--- src/rtl/apb_pkg.sv ---
// Shared types and constants for the CPU-to-APB3 bridge.
// State encoding, funct3 access codes, default map, legality helper.
package apb_pkg;

  typedef enum logic [1:0] {
    IDLE,
    SETUP,
    ACCESS
  } state_t;

  localparam logic [2:0] F3_B  = 3'b000;
  localparam logic [2:0] F3_H  = 3'b001;
  localparam logic [2:0] F3_W  = 3'b010;
  localparam logic [2:0] F3_BU = 3'b100;
  localparam logic [2:0] F3_HU = 3'b101;

  localparam int          DEF_SLAVES  = 4;
  localparam logic [31:0] DEF_BASE    = 32'h1000_0000;
  localparam logic [31:0] DEF_SIZE    = 32'h0000_1000;
  localparam int          DEF_TIMEOUT = 256;

  // Access size/sign code is known, store is not unsigned,
  // and the address is naturally aligned for the size.
  function automatic logic req_legal(
    input logic [2:0] f3,
    input logic       we,
    input logic [1:0] a
  );
    logic ok;
    ok = 1'b0;
    case (f3)
      F3_B:    ok = 1'b1;
      F3_BU:   ok = !we;
      F3_H:    ok = !a[0];
      F3_HU:   ok = !we && !a[0];
      F3_W:    ok = (a == 2'b00);
      default: ok = 1'b0;
    endcase
    return ok;
  endfunction

endpackage

--- src/rtl/apb_lane_align.sv ---
// Byte-lane placement for stores and extraction/extension for loads.
// Ports: f3/we/a describe the access; wdata/rdata raw; pwdata/pstrb/rdext.
module apb_lane_align
  import apb_pkg::*;
(
  input  logic [2:0]  f3,
  input  logic        we,
  input  logic [1:0]  a,
  input  logic [31:0] wdata,
  input  logic [31:0] rdata,
  output logic [31:0] pwdata,
  output logic [3:0]  pstrb,
  output logic [31:0] rdext
);

  logic [7:0]  rb;
  logic [15:0] rh;

  always_comb begin
    pwdata = '0;
    pstrb  = '0;
    rdext  = rdata;
    rb     = 8'(rdata >> {a, 3'b000});
    rh     = a[1] ? rdata[31:16] : rdata[15:0];

    case (f3[1:0])
      2'b00: begin
        pstrb  = 4'b0001 << a;
        pwdata = {4{wdata[7:0]}};
      end
      2'b01: begin
        pstrb  = 4'b0011 << a;
        pwdata = {2{wdata[15:0]}};
      end
      default: begin
        pstrb  = 4'b1111;
        pwdata = wdata;
      end
    endcase

    // Loads drive no lanes.
    if (!we) begin
      pstrb  = '0;
      pwdata = '0;
    end

    case (f3)
      F3_B:    rdext = {{24{rb[7]}}, rb};
      F3_BU:   rdext = {24'b0, rb};
      F3_H:    rdext = {{16{rh[15]}}, rh};
      F3_HU:   rdext = {16'b0, rh};
      default: rdext = rdata;
    endcase
  end

endmodule

--- src/rtl/apb_master.sv ---
// Bridges one CPU load/store request into one APB3 transfer.
// Ports: bus* CPU side (req/we/addr/strb/data, ready/err pulse); P* APB side.
module apb_master
  import apb_pkg::*;
#(
  parameter int          NUM_SLAVES  = DEF_SLAVES,
  parameter logic [31:0] BASE_ADDR   = DEF_BASE,
  parameter logic [31:0] SLAVE_SIZE  = DEF_SIZE,
  parameter int          TIMEOUT_CYC = DEF_TIMEOUT
)(
  input  logic                     clk,
  input  logic                     reset,
  input  logic                     busReq,
  input  logic                     busWe,
  input  logic [31:0]              busAddr,
  input  logic [2:0]               strb,
  input  logic [31:0]              busWData,
  output logic [31:0]              busRData,
  output logic                     busReady,
  output logic                     busErr,
  output logic [31:0]              PADDR,
  output logic                     PWRITE,
  output logic [NUM_SLAVES-1:0]    PSEL,
  output logic                     PENABLE,
  output logic [31:0]              PWDATA,
  output logic [3:0]               PSTRB,
  input  logic [32*NUM_SLAVES-1:0] PRDATA,
  input  logic [NUM_SLAVES-1:0]    PREADY,
  input  logic [NUM_SLAVES-1:0]    PSLVERR
);

  localparam int SW = (NUM_SLAVES > 1) ? $clog2(NUM_SLAVES) : 1;
  localparam int TW = (TIMEOUT_CYC > 1) ? $clog2(TIMEOUT_CYC) : 1;

  state_t        state, state_n;
  logic [SW-1:0] sel_q;
  logic [2:0]    f3_q;
  logic [1:0]    a_q;
  logic [31:0]   wd_q;
  logic          err_q;
  logic [TW-1:0] timer;

  logic [31:0] off, idx;
  logic        hit, legal, accept;
  logic [31:0] rd_sel, rd_ext;
  logic        rdy_sel, err_sel, tmo;

  // No wrap: the subtraction is only trusted when addr >= base.
  assign off    = busAddr - BASE_ADDR;
  assign idx    = off / SLAVE_SIZE;
  assign hit    = (busAddr >= BASE_ADDR) && (idx < 32'(NUM_SLAVES));
  assign legal  = hit && req_legal(strb, busWe, busAddr[1:0]);
  // While an error pulse is out the CPU still holds the old request.
  assign accept = (state == IDLE) && busReq && !err_q;

  assign tmo = (TIMEOUT_CYC != 0) && (timer == TW'(TIMEOUT_CYC - 1));

  assign PSEL    = (state != IDLE) ? (NUM_SLAVES'(1) << sel_q) : '0;
  assign PENABLE = (state == ACCESS);

  always_comb begin
    rd_sel  = '0;
    rdy_sel = 1'b0;
    err_sel = 1'b0;
    for (int i = 0; i < NUM_SLAVES; i++) begin
      if (SW'(i) == sel_q) begin
        rd_sel  = PRDATA[32*i +: 32];
        rdy_sel = PREADY[i];
        err_sel = PSLVERR[i];
      end
    end
  end

  apb_lane_align u_lane (
    .f3     (f3_q),
    .we     (PWRITE),
    .a      (a_q),
    .wdata  (wd_q),
    .rdata  (rd_sel),
    .pwdata (PWDATA),
    .pstrb  (PSTRB),
    .rdext  (rd_ext)
  );

  always_comb begin
    state_n  = state;
    busReady = 1'b0;
    busErr   = 1'b0;
    busRData = '0;
    unique case (state)
      IDLE: begin
        busReady = err_q;
        busErr   = err_q;
        if (accept && legal) state_n = SETUP;
      end
      SETUP: state_n = ACCESS;
      ACCESS: begin
        if (rdy_sel) begin
          busReady = 1'b1;
          busErr   = err_sel;
          if (!err_sel && !PWRITE) busRData = rd_ext;
          state_n  = IDLE;
        end else if (tmo) begin
          busReady = 1'b1;
          busErr   = 1'b1;
          state_n  = IDLE;
        end
      end
      default: state_n = IDLE;
    endcase
  end

  always_ff @(posedge clk or posedge reset) begin
    if (reset) begin
      state  <= IDLE;
      sel_q  <= '0;
      f3_q   <= '0;
      a_q    <= '0;
      wd_q   <= '0;
      err_q  <= 1'b0;
      timer  <= '0;
      PADDR  <= '0;
      PWRITE <= 1'b0;
    end else begin
      state <= state_n;
      err_q <= accept && !legal;
      timer <= (state == ACCESS) ? timer + 1'b1 : '0;
      if (accept && legal) begin
        sel_q  <= idx[SW-1:0];
        f3_q   <= strb;
        a_q    <= busAddr[1:0];
        wd_q   <= busWData;
        PADDR  <= {busAddr[31:2], 2'b00};
        PWRITE <= busWe;
      end
    end
  end

endmodule

--- config.mk ---
export PLATFORM = sky130hd
export DESIGN_NAME = apb_master
export DESIGN_NICKNAME = d
export VERILOG_FILES = /design/src/rtl/apb_pkg.sv /design/src/rtl/apb_lane_align.sv /design/src/rtl/apb_master.sv
export SDC_FILE = /design/constraint.sdc
export NUM_CORES = 1
export LEC_CHECK = 0
export ABC_AREA = 1
export ABC_CLOCK_PERIOD_IN_PS = 3400
export CAP_MARGIN = 0
export CORE_MARGIN = 3
export CORE_UTILIZATION = 40
export DETAILED_ROUTE_END_ITERATION = 10
export PLACE_DENSITY_LB_ADDON = 0.15
export SLEW_MARGIN = 20
export SYNTH_ARGS = -nofsm -noshare
export SYNTH_HDL_FRONTEND = slang
export SYNTH_HIERARCHICAL = 1
export SYNTH_SLANG_ARGS = --single-unit
--- constraint.sdc ---
create_clock -name clk -period 3.4 [get_ports clk]
set_clock_uncertainty 0.15 [all_clocks]
set_input_delay 0.68 -clock clk [delete_from_list [all_inputs] [get_ports clk]]
set_output_delay 0.68 -clock clk [all_outputs]
set_load 0.01 [all_outputs]
# [After elaboration in Yosys (flattened, before gate mapping)]
# Index checks and enable logic that the tools add are counted.
[word_totals] elab_cells=88 reg_bits=81
[op_classes] n_eq_ne=16 shift=4 mux=33 add_sub_neg=2 magnitude_cmp=2 n_reduce_logical=22
[ops] cell="two-way mux 32 bit" n=8
[ops] cell="one-hot mux 32 bit (4 select lines)" n=1
[ops] cell="one-hot mux 32 bit (2 select lines)" n=1
[ops] cell="greater-or-equal comparator 32 x 29 -> 1 bit, second input constant" n=1
[ops] cell="right shift 32 x 5 -> 8 bit" n=1
[ops] cell="subtractor 32 x 29 -> 32 bit, second input constant" n=1
[ops] cell="less-than comparator 20 x 3 -> 1 bit, second input constant" n=1
[ops] cell="two-way mux 16 bit" n=1
[ops] cell="== test 3 bit, second input constant" n=4
[ops] cell="two-way mux 1 bit" n=11
[ops] cell="adder 8 x 1 -> 8 bit, second input constant" n=1
[ops] cell="== test 8 bit, second input constant" n=1
[ops] cell="logical AND 1 bit" n=8
[ops] cell="zero test 2 bit" n=4
[ops] cell="two-way mux 4 bit" n=2
[ops] cell="two-way mux 8 bit" n=1
[ops] cell="one-hot mux 4 bit (2 select lines)" n=1
[ops] cell="left shift 1 x 2 -> 4 bit, first input constant" n=2
[ops] cell="== test 3 x 1 -> 1 bit, second input constant" n=2
[ops] cell="zero test 1 bit" n=6
[ops] cell="zero test 3 bit" n=2
[ops] cell="two-way mux 2 bit" n=3
[ops] cell="one-hot mux 2 bit (3 select lines)" n=1
[ops] cell="one-hot mux 1 bit (5 select lines)" n=1
[ops] cell="other kinds (11)" n=14

# [Logic depth before layout (Yosys ltp)]
# Gate-level depths: netlist of the first run.
[logic_depth] ltp_word=10 ltp_mapped=15 depth_no_buf=12

# [By module]
# The synthesis of the first run kept the hierarchy.
[by_module_without_submodules] module="apb_master" area_per_inst_um2=4471.8 cells_per_inst=657 n_inst=1
[by_module_without_submodules] module="apb_lane_align" area_per_inst_um2=1290.0 cells_per_inst=292 n_inst=1

# [Worst setup path after synthesis of the first run]
# OpenSTA, ideal clock, no wires.
[synth_timing] path_kind="register to output" start="reg PADDR[13] (netlist name)" end="out busRData[28]" t_arrival_ps=2026 slack_ps=544 stages_incl_launch_ff=16 required_time_ps=2570 path_buffers=3 path_cell_list="dfrtp_1 > buf_2 > inv_2 > nor2_2 > clkbuf_1 > nand2_1 > nand4_1 > inv_1 > nand2_1 > nand3_1 > nand2_1 > nand2_2 > buf_6 > nand3_1 > nand3_1 > nor2_1"
[synth_rtl] element="end: declaration" line="apb_master.sv:18" text="output logic [31:0] busRData,"

# [Worst setup path in the final report of the first run]
[layout_timing] start="reg sel_q[0]" end="out busRData[23]"
[layout_via] elab_chain_len=10 word_cells_on_any_way=24 cone_classes="3 x eq/ne; 1 x shift; 17 x mux; 3 x reduce/logical"
[layout_lines] element="start: declaration" line="apb_master.sv:36" text="logic [SW-1:0] sel_q;"
[layout_lines] element="start signal: assignment" line="apb_master.sv:129" text="sel_q <= idx[SW-1:0];"
[layout_lines] element="zero test 2 bit" line="apb_master.sv:66" text="if (SW'(i) == sel_q) begin"
[layout_lines] element="two-way mux 32 bit (3 in a row)" line="apb_master.sv:66"
[layout_lines] element="two-way mux 32 bit *" line="apb_master.sv:66"
[layout_lines] element="net rd_sel[23]" line="apb_master.sv:45" text="logic [31:0] rd_sel, rd_ext;"
[layout_lines] element="right shift 32 x 5 -> 8 bit" line="apb_lane_align.sv:23" text="rb = 8'(rdata >> {a, 3'b000});"
[layout_lines] element="one-hot mux 32 bit (4 select lines) *" line="apb_lane_align.sv:47" text="case (f3)"
[layout_lines] element="net rd_ext[23]" line="apb_master.sv:45"
[layout_lines] element="two-way mux 32 bit *" line="apb_master.sv:101" text="if (!err_sel && !PWRITE) busRData = rd_ext;"
[layout_lines] element="two-way mux 32 bit *" line="apb_master.sv:98" text="if (rdy_sel) begin"
[layout_lines] element="two-way mux 32 bit *" line="apb_master.sv:90" text="unique case (state)"
# Mark *: on every way through the listed nets, which the timed path passes. The rest lies on a longest branch.

==> metrics.log, run 1 <==
INFO  metric status = finished, violations left
INFO  metric failed_checks = setup timing
INFO  metric fraction_of_the_yosys_area_taken_by_sequential_cells = 34.3%
INFO  metric stdcell_count = roughly 1500
INFO  metric synth.lib_cells_used.distinct = 30
INFO  metric power.sequential.fraction = about two fifths
INFO  metric internal_power = 1.86 mW
INFO  metric cts.reportedPaths.clkPinSlew = about 0.060 ns
INFO  metric fp.coreArea = ~14000 um^2
INFO  metric r2r_slack = ~1.4 ns
INFO  metric vdd_drop_max = between 300 and 400 uV
INFO  metric syn_area = 5760 um^2
INFO  metric detailed_place_hpwl = 18.1 mm
INFO  metric arrival = 2.81 ns
INFO  metric dr_total_vias = around 7400
INFO  metric slew_viol_final = 0
INFO  metric ctsHoldBuffers = 0
INFO  metric max-clock-path-buffers = 2
INFO  metric setup.worst_path.end_class = output pin
INFO  metric ctsRootBufferMaster = sky130_fd_sc_hd__clkbuf_16
INFO  metric diodes = 0
INFO  metric leakagePower = 4.94 nW
INFO  metric grt_usage = between 20% and 30%
INFO  metric grt_setup_unrepaired = true
INFO  metric power.combinational.fraction = approximately 17%
INFO  metric power.switching = 0.553 mW
INFO  metric synth_largest_area_cell = sky130_fd_sc_hd__dfrtp_1
INFO  metric cap_viol_max_count = 0
INFO  metric syn2layout_area_growth = 68.8%
INFO  metric first_global_vias = between 7000 and 8000
INFO  metric minimum_setup_slack_after_placement = -0.157 ns
INFO  metric postSynthAreaPerCell = roughly 6.1 um^2
INFO  metric synth_warnings = 6
INFO  metric nNetsFinal = 1481
INFO  metric die_area = 15900 um^2
INFO  metric post_route_cells_drive_above_1_share = 10.1%
INFO  metric ys_seq_elements = around 80
INFO  metric ys_top_cells_by_area = sky130_fd_sc_hd__dfrtp_1 34%, sky130_fd_sc_hd__nand2_1 24%, sky130_fd_sc_hd__nand3_1 13%
INFO  metric max_freq = ~0.28 GHz
INFO  metric tightestPinTransition = approximately 0.74 ns
INFO  metric power.share.clock = between 40% and 50%
INFO  metric postSynthCellCount = ~950
INFO  metric kind_of_critical_path = reg2out
INFO  metric residual_drc = 0
INFO  metric grt_overflow_total = 0
INFO  metric drt_pre_antenna_iters = 7
INFO  metric switching_fraction_of_total_power = between 20% and 30%
INFO  metric setup_total_negative_slack = -2.49 ns
INFO  metric timing_hold_violations_final = 0
INFO  metric timing.hold.worst.class = reg2reg
INFO  metric slew_margin_rel = between 50% and 60%
INFO  metric drt_iter0_markers = around 580
INFO  metric crit_path_max_fanout = 22
INFO  metric period_minus_slack = roughly 3.6 ns
INFO  metric htree_levels = 3
INFO  metric final_setup_violation_count = 12
INFO  metric grt_first_pass_wirelength = approximately 37 mm
INFO  metric cts_tree = built
INFO  metric grt_start_max_net_pins = 52
INFO  metric detail-route-antenna-nets = 0
INFO  metric nFillCells = ~1200
INFO  metric wirelength = between 20 and 25 mm
INFO  metric num_io_pins = roughly 320
INFO  metric worst_slack = -0.235 ns
INFO  metric min_period_over_period = 107%
INFO  metric initial_core_util = between 40% and 50%
INFO  metric power.density_cell_area = around 250 nW/um^2
INFO  metric netlist.area_leader.share = roughly a third
INFO  metric die_span_y = about 130 um
INFO  metric antenna_found_initial = 0
INFO  metric buffer_ports.inserted = 312
INFO  metric worstPathRequired = roughly 2.6 ns
INFO  metric drt-vias-per-instance = 5.10
INFO  metric post-layout-total-power = around 2.4 mW
INFO  metric route.detailed.wl_per_inst = roughly 16 um
INFO  metric cts.sinks = between 70 and 80
INFO  metric worst_setup_path_start_kind = register
INFO  metric cts_inserted_buffers = 9
INFO  metric rows = 43
INFO  metric die_w = roughly 130 um
INFO  metric hold-worst-slack = 0.311 ns
INFO  metric clk_latency = 0.33 ns
INFO  metric placer_s_final_routability_congestion_estimate = between 0.8 and 0.9
INFO  metric placed_cells = around 1400
==> cell usage after synthesis, drive strengths merged <==
cell type / instances
nor3: 5
nand2: 375
nand4: 35
clkbuf: 31
inv: 84
dfrtp: 79
nor2: 110
buf: 31
o21ai: 24
nand3: 154
a211oi: 1
conb: 1
o22ai: 7
a21oi: 7
o211ai: 1
ha: 1
or2: 3
==> critical path, stage by stage (launching register included) <==
cell and delay, ns:
sky130_fd_sc_hd__dfrtp_2 0.48, sky130_fd_sc_hd__nor2_2 0.20, sky130_fd_sc_hd__buf_12 0.17, sky130_fd_sc_hd__nand2_1 0.11, sky130_fd_sc_hd__nand4_1 0.15, sky130_fd_sc_hd__inv_1 0.06, sky130_fd_sc_hd__nand2_1 0.06, sky130_fd_sc_hd__nand3_1 0.06
sky130_fd_sc_hd__nand2_1 0.10, sky130_fd_sc_hd__nand2_2 0.09, sky130_fd_sc_hd__buf_12 0.17, sky130_fd_sc_hd__nand3_1 0.07, sky130_fd_sc_hd__nand3_1 0.07, sky130_fd_sc_hd__nor2_1 0.12, sky130_fd_sc_hd__clkdlybuf4s50_1 0.55
==> area by class of cell <==
class	instances	area (um^2)	share of cell area, %
timing repair buffer	374	3710	38.1
tap	180	225	2.32
inverter	84	317	3.26
clock buffer	9	225	2.32
sequential	79	1980	20.4
clock inverter	7	103	1.06
multi-input combinational	725	3170	32.6
==> repair_timing <==
item,4_1_cts,5_1_grt
setup endpoints to repair,32,30
pin swaps,1,1
setup buffers,0,1
gates resized for setup,9,21
==> path summary, 6_finish.rpt <==
kind / to / from / cells past startpoint
hold / removal: timer[0] / timer[0] / 1
min in group asynchronous: PADDR[16] / reset / 2
setup / recovery: busRData[23] / sel_q[0] / 14
max in group asynchronous: wd_q[13] / reset / 3
hold reg to reg: timer[0] / timer[0] / 1
setup reg to reg: PADDR[21] / state[1] / 7
==> layout by cell type, fill, tap and decap left out, types with 4 or more instances in the layout <==
cell type                         netlist  final
sky130_fd_sc_hd__a21oi_1                7      7
sky130_fd_sc_hd__buf_12                 0      9
sky130_fd_sc_hd__buf_4                 14     53
sky130_fd_sc_hd__clkbuf_16              0      9
sky130_fd_sc_hd__clkbuf_2               0      4
sky130_fd_sc_hd__clkdlybuf4s50_1        0    292
sky130_fd_sc_hd__dfrtp_1               79     77
sky130_fd_sc_hd__dlymetal6s2s_1         0     13
sky130_fd_sc_hd__inv_1                 54     53
sky130_fd_sc_hd__inv_2                 30     30
sky130_fd_sc_hd__nand2_1              373    373
sky130_fd_sc_hd__nand3_1              153    153
sky130_fd_sc_hd__nand4_1               33     33
sky130_fd_sc_hd__nor2_1               103    102
sky130_fd_sc_hd__nor2_2                 6      6
sky130_fd_sc_hd__nor3_1                 4      4
sky130_fd_sc_hd__o21ai_0               20     20
sky130_fd_sc_hd__o21ai_1                4      4
sky130_fd_sc_hd__o22ai_1                7      7
==> power by group through the flow <==
stage          Combinational (mW)  Sequential (mW)  Clock [mW]
3_3_place_gp                0.401            0.959           0
3_5_place_dp                0.406            0.959           0
2_1_floorplan               0.111            0.959           0
5_1_grt                     0.440            0.941        1.12
4_1_cts                     0.408            0.941        1.08
6_report                    0.409            0.941        1.06
==> metal layers <==
| metal | vias to the layer above | GRT usage, % | wire, um | share of wire [%] |
|---|---|---|---|---|
| met5 | - | 0 | 0 | 0 |
| met4 | 0 | 11.9 | 878 | 3.7 |
| met3 | 59 | 6.28 | 2020 | 8.6 |
| met2 | 363 | 49.9 | 11500 | 49 |
| met1 | 3373 | 34.6 | 9030 | 39 |
| li1 | 3645 | - | - | - |
==> sequential cells by signal, summed over array words and instances, names as in the netlist <==
name,cells
sel_q,1
timer,8
PWRITE,1
a_q,2
PADDR,29
wd_q,32
state,2
f3_q,3
err_q,1
==> through the flow <==
stage | cell area (um^2) | utilization [%]
final | 9720 | 69.5
after global routing | 9720 | 69.5
after CTS | 9700 | 69.3
after detailed placement | 9380 | 67.0
after global placement | 9380 | 67.0
after floorplan | 5770 | -
==> logic make-up after synthesis <==
kind of cell | count (synthesis) | synth area share [%]
AOI/OAI and AO/OA | 40 | 3.71
buffers and inverters | 146 | 11.1
and+or+nand+nor | 682 | 50.6
adders and majority gates | 1 | 0.217
other | 1 | 0.0651
DFF | 79 | 34.3
(Power assumes the default switching activity.)
==> run 2: changes to the inputs <==
--- a/config.mk
+++ b/config.mk
@@ -11,6 +11,7 @@
 export CORE_MARGIN = 3
 export CORE_UTILIZATION = 40
 export DETAILED_ROUTE_END_ITERATION = 10
+export HOLD_SLACK_MARGIN = 0.06
 export PLACE_DENSITY_LB_ADDON = 0.15
 export SLEW_MARGIN = 20
 export SYNTH_ARGS = -nofsm -noshare
==> results of run 2 <==
Same layout as run 1: the final DEF is identical, and so are final timing and power.
==> run 3: changes to the inputs <==
--- a/config.mk
+++ b/config.mk
@@ -6,12 +6,13 @@
 export NUM_CORES = 1
 export LEC_CHECK = 0
 export ABC_AREA = 1
-export ABC_CLOCK_PERIOD_IN_PS = 3400
 export CAP_MARGIN = 0
 export CORE_MARGIN = 3
 export CORE_UTILIZATION = 40
 export DETAILED_ROUTE_END_ITERATION = 10
+export GPL_TIMING_DRIVEN = 1
 export HOLD_SLACK_MARGIN = 0.06
+export MAX_ROUTING_LAYER = met4
 export PLACE_DENSITY_LB_ADDON = 0.15
 export SLEW_MARGIN = 20
 export SYNTH_ARGS = -nofsm -noshare
==> run 3 against run 2 <==
Compared with the run above: the run still ends with setup timing left; routed wire length is 0.76% higher; critical path depth stayed put; utilization stayed put.
==> metrics.log, run 3 (synthesized netlist as in run 1, its figures left out) <==
INFO  metric grt_use_met1 = 35.4% (was 34.6%)
INFO  metric post_route_cells_drive_above_1_share = 10.1% (unchanged)
INFO  metric finalCoreUtilization = 69.5% (unchanged)
INFO  metric failed_checks = setup timing (unchanged)
INFO  metric slew_viol_final = 0 (unchanged)
INFO  metric largest_registers = wd_q (32), PADDR (29), timer (8) (unchanged)
INFO  metric nFillCells = 1223 (unchanged)
INFO  metric final_cell_mix = 373 x sky130_fd_sc_hd__nand2_1, 292 x sky130_fd_sc_hd__clkdlybuf4s50_1, 153 x sky130_fd_sc_hd__nand3_1, 102 x sky130_fd_sc_hd__nor2_1, 77 x sky130_fd_sc_hd__dfrtp_1 (unchanged)
INFO  metric worst_path_max_delay_cell = sky130_fd_sc_hd__clkdlybuf4s50_1 (unchanged)
INFO  metric status = finished, violations left (unchanged)
INFO  metric nNetsFinal = 1481 (unchanged)
INFO  metric die_w = 126 um (unchanged)
INFO  metric placer_s_final_routability_congestion_estimate = 0.912 (was 0.897)
INFO  metric fp.coreArea = 14000 um^2 (unchanged)
INFO  metric crit_path_max_fanout = 22 (unchanged)
INFO  metric grt_first_pass_wirelength = 37.2 mm (was 37.3 mm)
INFO  metric largest_register_ffs = 32 (unchanged)
INFO  metric antenna_found_initial = 0 (unchanged)
INFO  metric kind_of_critical_path = reg2out (unchanged)
INFO  metric syn2layout_area_growth = 68.8% (unchanged)
INFO  metric max_freq = 0.274 GHz (was 0.275 GHz)
INFO  metric initial_core_util = 41.2% (unchanged)
INFO  metric gr-usage-met3 = 5.34% (was 6.28%)
INFO  metric detailed_place_hpwl = 18.1 mm (unchanged)
INFO  metric die_area = 15900 um^2 (unchanged)
INFO  metric cts_tree = built (unchanged)
INFO  metric grt_setup_unrepaired = true (unchanged)
INFO  metric global_route.peak_usage_layer = met2 (unchanged)
INFO  metric worst_slack = -0.249 ns (was -0.235 ns)
INFO  metric htree_levels = 3 (unchanged)
INFO  metric diodes = 0 (unchanged)
INFO  metric cp.depth = 14 (unchanged)
INFO  metric vdd_drop_max = 311 uV (was 312 uV)
INFO  metric drt_pre_antenna_iters = 6 (was 7)
INFO  metric cap_viol_max_count = 0 (unchanged)
INFO  metric dr_total_vias = 7459 (was 7440)
INFO  metric ctsRootBufferMaster = sky130_fd_sc_hd__clkbuf_16 (unchanged)
INFO  metric cts.reportedPaths.clkPinSlew = 0.06 ns (about the same)
INFO  metric cpPeakStageDelay = 0.55 ns (about the same)
INFO  metric ctsHoldBuffers = 0 (unchanged)
INFO  metric crit_buf_inv = 4 (unchanged)
INFO  metric min_period_over_period = 107% (about the same)
INFO  metric hold-worst-slack = 0.311 ns (about the same)
INFO  metric max-clock-path-buffers = 2 (unchanged)
INFO  metric grt_overflow_total = 0 (unchanged)
INFO  metric worst_r2r_path_depth = 7 (unchanged)
INFO  metric most_common_library_cell_in_the_layout_ignoring_fill_and_taps = sky130_fd_sc_hd__nand2_1 (unchanged)
INFO  metric tightestPinTransition = 0.735 ns (was 0.736 ns)
INFO  metric buffer_ports.inserted = 312 (unchanged)
INFO  metric die_span_y = 126 um (unchanged)
INFO  metric leakagePower = 4.94 nW (unchanged)
INFO  metric grt_use_met2 = 49.8% (was 49.9%)
INFO  metric timing.hold.worst.class = reg2reg (unchanged)
INFO  metric wirelength = 23.6 mm (was 23.4 mm)
INFO  metric register_area = 1980 um^2 (unchanged)
INFO  metric power.density_cell_area = 248 nW/um^2 (about the same)
INFO  metric drt_iter0_markers = 590 (was 579)
INFO  metric timing_hold_violations_final = 0 (unchanged)
INFO  metric clk_latency = 0.33 ns (about the same)
INFO  metric period_minus_slack = 3.65 ns (was 3.64 ns)
INFO  metric design_area = 9720 um^2 (unchanged)
INFO  metric first_global_vias = 7244 (was 7256)
INFO  metric setup.worst_path.end_class = output pin (unchanged)
INFO  metric num_io_pins = 315 (unchanged)
INFO  metric worstPathRequired = 2.57 ns (about the same)
INFO  metric drt-vias-per-instance = 5.12 (was 5.10)
INFO  metric detail-route-antenna-nets = 0 (unchanged)
INFO  metric rows = 43 (unchanged)
INFO  metric largest_register = wd_q (unchanged)
INFO  metric final_setup_violation_count = 12 (unchanged)
INFO  metric grt_usage = 29.7% (was 28.8%)
INFO  metric residual_drc = 0 (unchanged)
INFO  metric grt_start_max_net_pins = 52 (unchanged)
INFO  metric arrival = 2.82 ns (was 2.81 ns)
INFO  metric cts.sinks = 79 (unchanged)
INFO  metric worst_setup_path_start_kind = register (unchanged)
INFO  metric path_cells = nor2_2, buf_12, nand2_1, nand4_1, inv_1, nand2_1, nand3_1, nand2_1, nand2_2, buf_12, nand3_1, nand3_1, nor2_1, clkdlybuf4s50_1 (unchanged)
INFO  metric min_delay_path_depth = 1 (unchanged)
INFO  metric setup_total_negative_slack = -2.62 ns (was -2.49 ns)
INFO  metric detailed_place.area = 9380 um^2 (unchanged)
INFO  metric route.detailed.wl_per_inst = 16.2 um (was 16.1 um)
INFO  metric multi_input_comb_area = 3170 um^2 (unchanged)
INFO  metric slew_margin_rel = 51.0% (was 50.9%)
INFO  metric cp_top_family = simple AND/OR/NAND/NOR gates (unchanged)
INFO  metric cts_inserted_buffers = 9 (unchanged)
INFO  metric post-layout-total-power = 2.41 mW (about the same)
==> run 3: stage by stage <==
stage               setup WS [ns]  std cells
floorplan                   0.544        950
global placement           -0.153       1441
detailed placement         -0.157       1441
CTS                        -0.216       1457
global route               -0.332       1458
finish                     -0.249       1458
==> run 3: power breakdown <==
group / internal, mW / leakage [nW] / switching [mW]
Sequential: 0.941 / 1.09 / 0.000886
Clock: 0.654 / 0.162 / 0.409
Combinational: 0.262 / 3.69 / 0.147
Total: 1.86 / 4.94 / 0.557
==> run 3: area by class of cell <==
cell class	count	area share, %
clock inverters	7	1.06
well taps	180	2.32
flip-flops and latches	79	20.4
multi-input cells	725	32.6
clock buffers	9	2.32
repair buffers	374	38.1
inverters	84	3.26
==> run 3: path summary, 6_finish.rpt <==
path | from | endpoint | slack (ns)
max | sel_q[0] | busRData[23] | -0.25
min | timer[0] | timer[0] | 0.31
max reg2reg | state[1] | PADDR[21] | 1.38
min reg2reg | timer[0] | timer[0] | 0.31
max in group asynchronous | reset | wd_q[12] | 1.83
min in group asynchronous | reset | wd_q[20] | 0.62
==> run 3: layer usage <==
layer | up-vias | wire length (um)
li1 | 3647 | -
met1 | 3385 | 9320
met2 | 374 | 11600
met3 | 53 | 1880
met4 | 0 | 829
met5 | - | 0
==> run 3: repair_timing <==
action / in CTS / in global routing
resized for setup: 9 / 21
pin swaps: 1 / 1
buffers inserted: 0 / 1
setup endpoints to repair: 32 / 30
endpoints found under the hold margin: 0 / 0
==> run 3: worst register-to-register path, stage by stage (launching register included) <==
cell	delay [ns]
sky130_fd_sc_hd__dfrtp_1	0.39
sky130_fd_sc_hd__inv_2	0.07
sky130_fd_sc_hd__nand2_1	0.11
sky130_fd_sc_hd__nor3_4	0.26
sky130_fd_sc_hd__nand4_4	0.43
sky130_fd_sc_hd__buf_12	0.35
sky130_fd_sc_hd__nand2_1	0.13
sky130_fd_sc_hd__inv_2	0.03
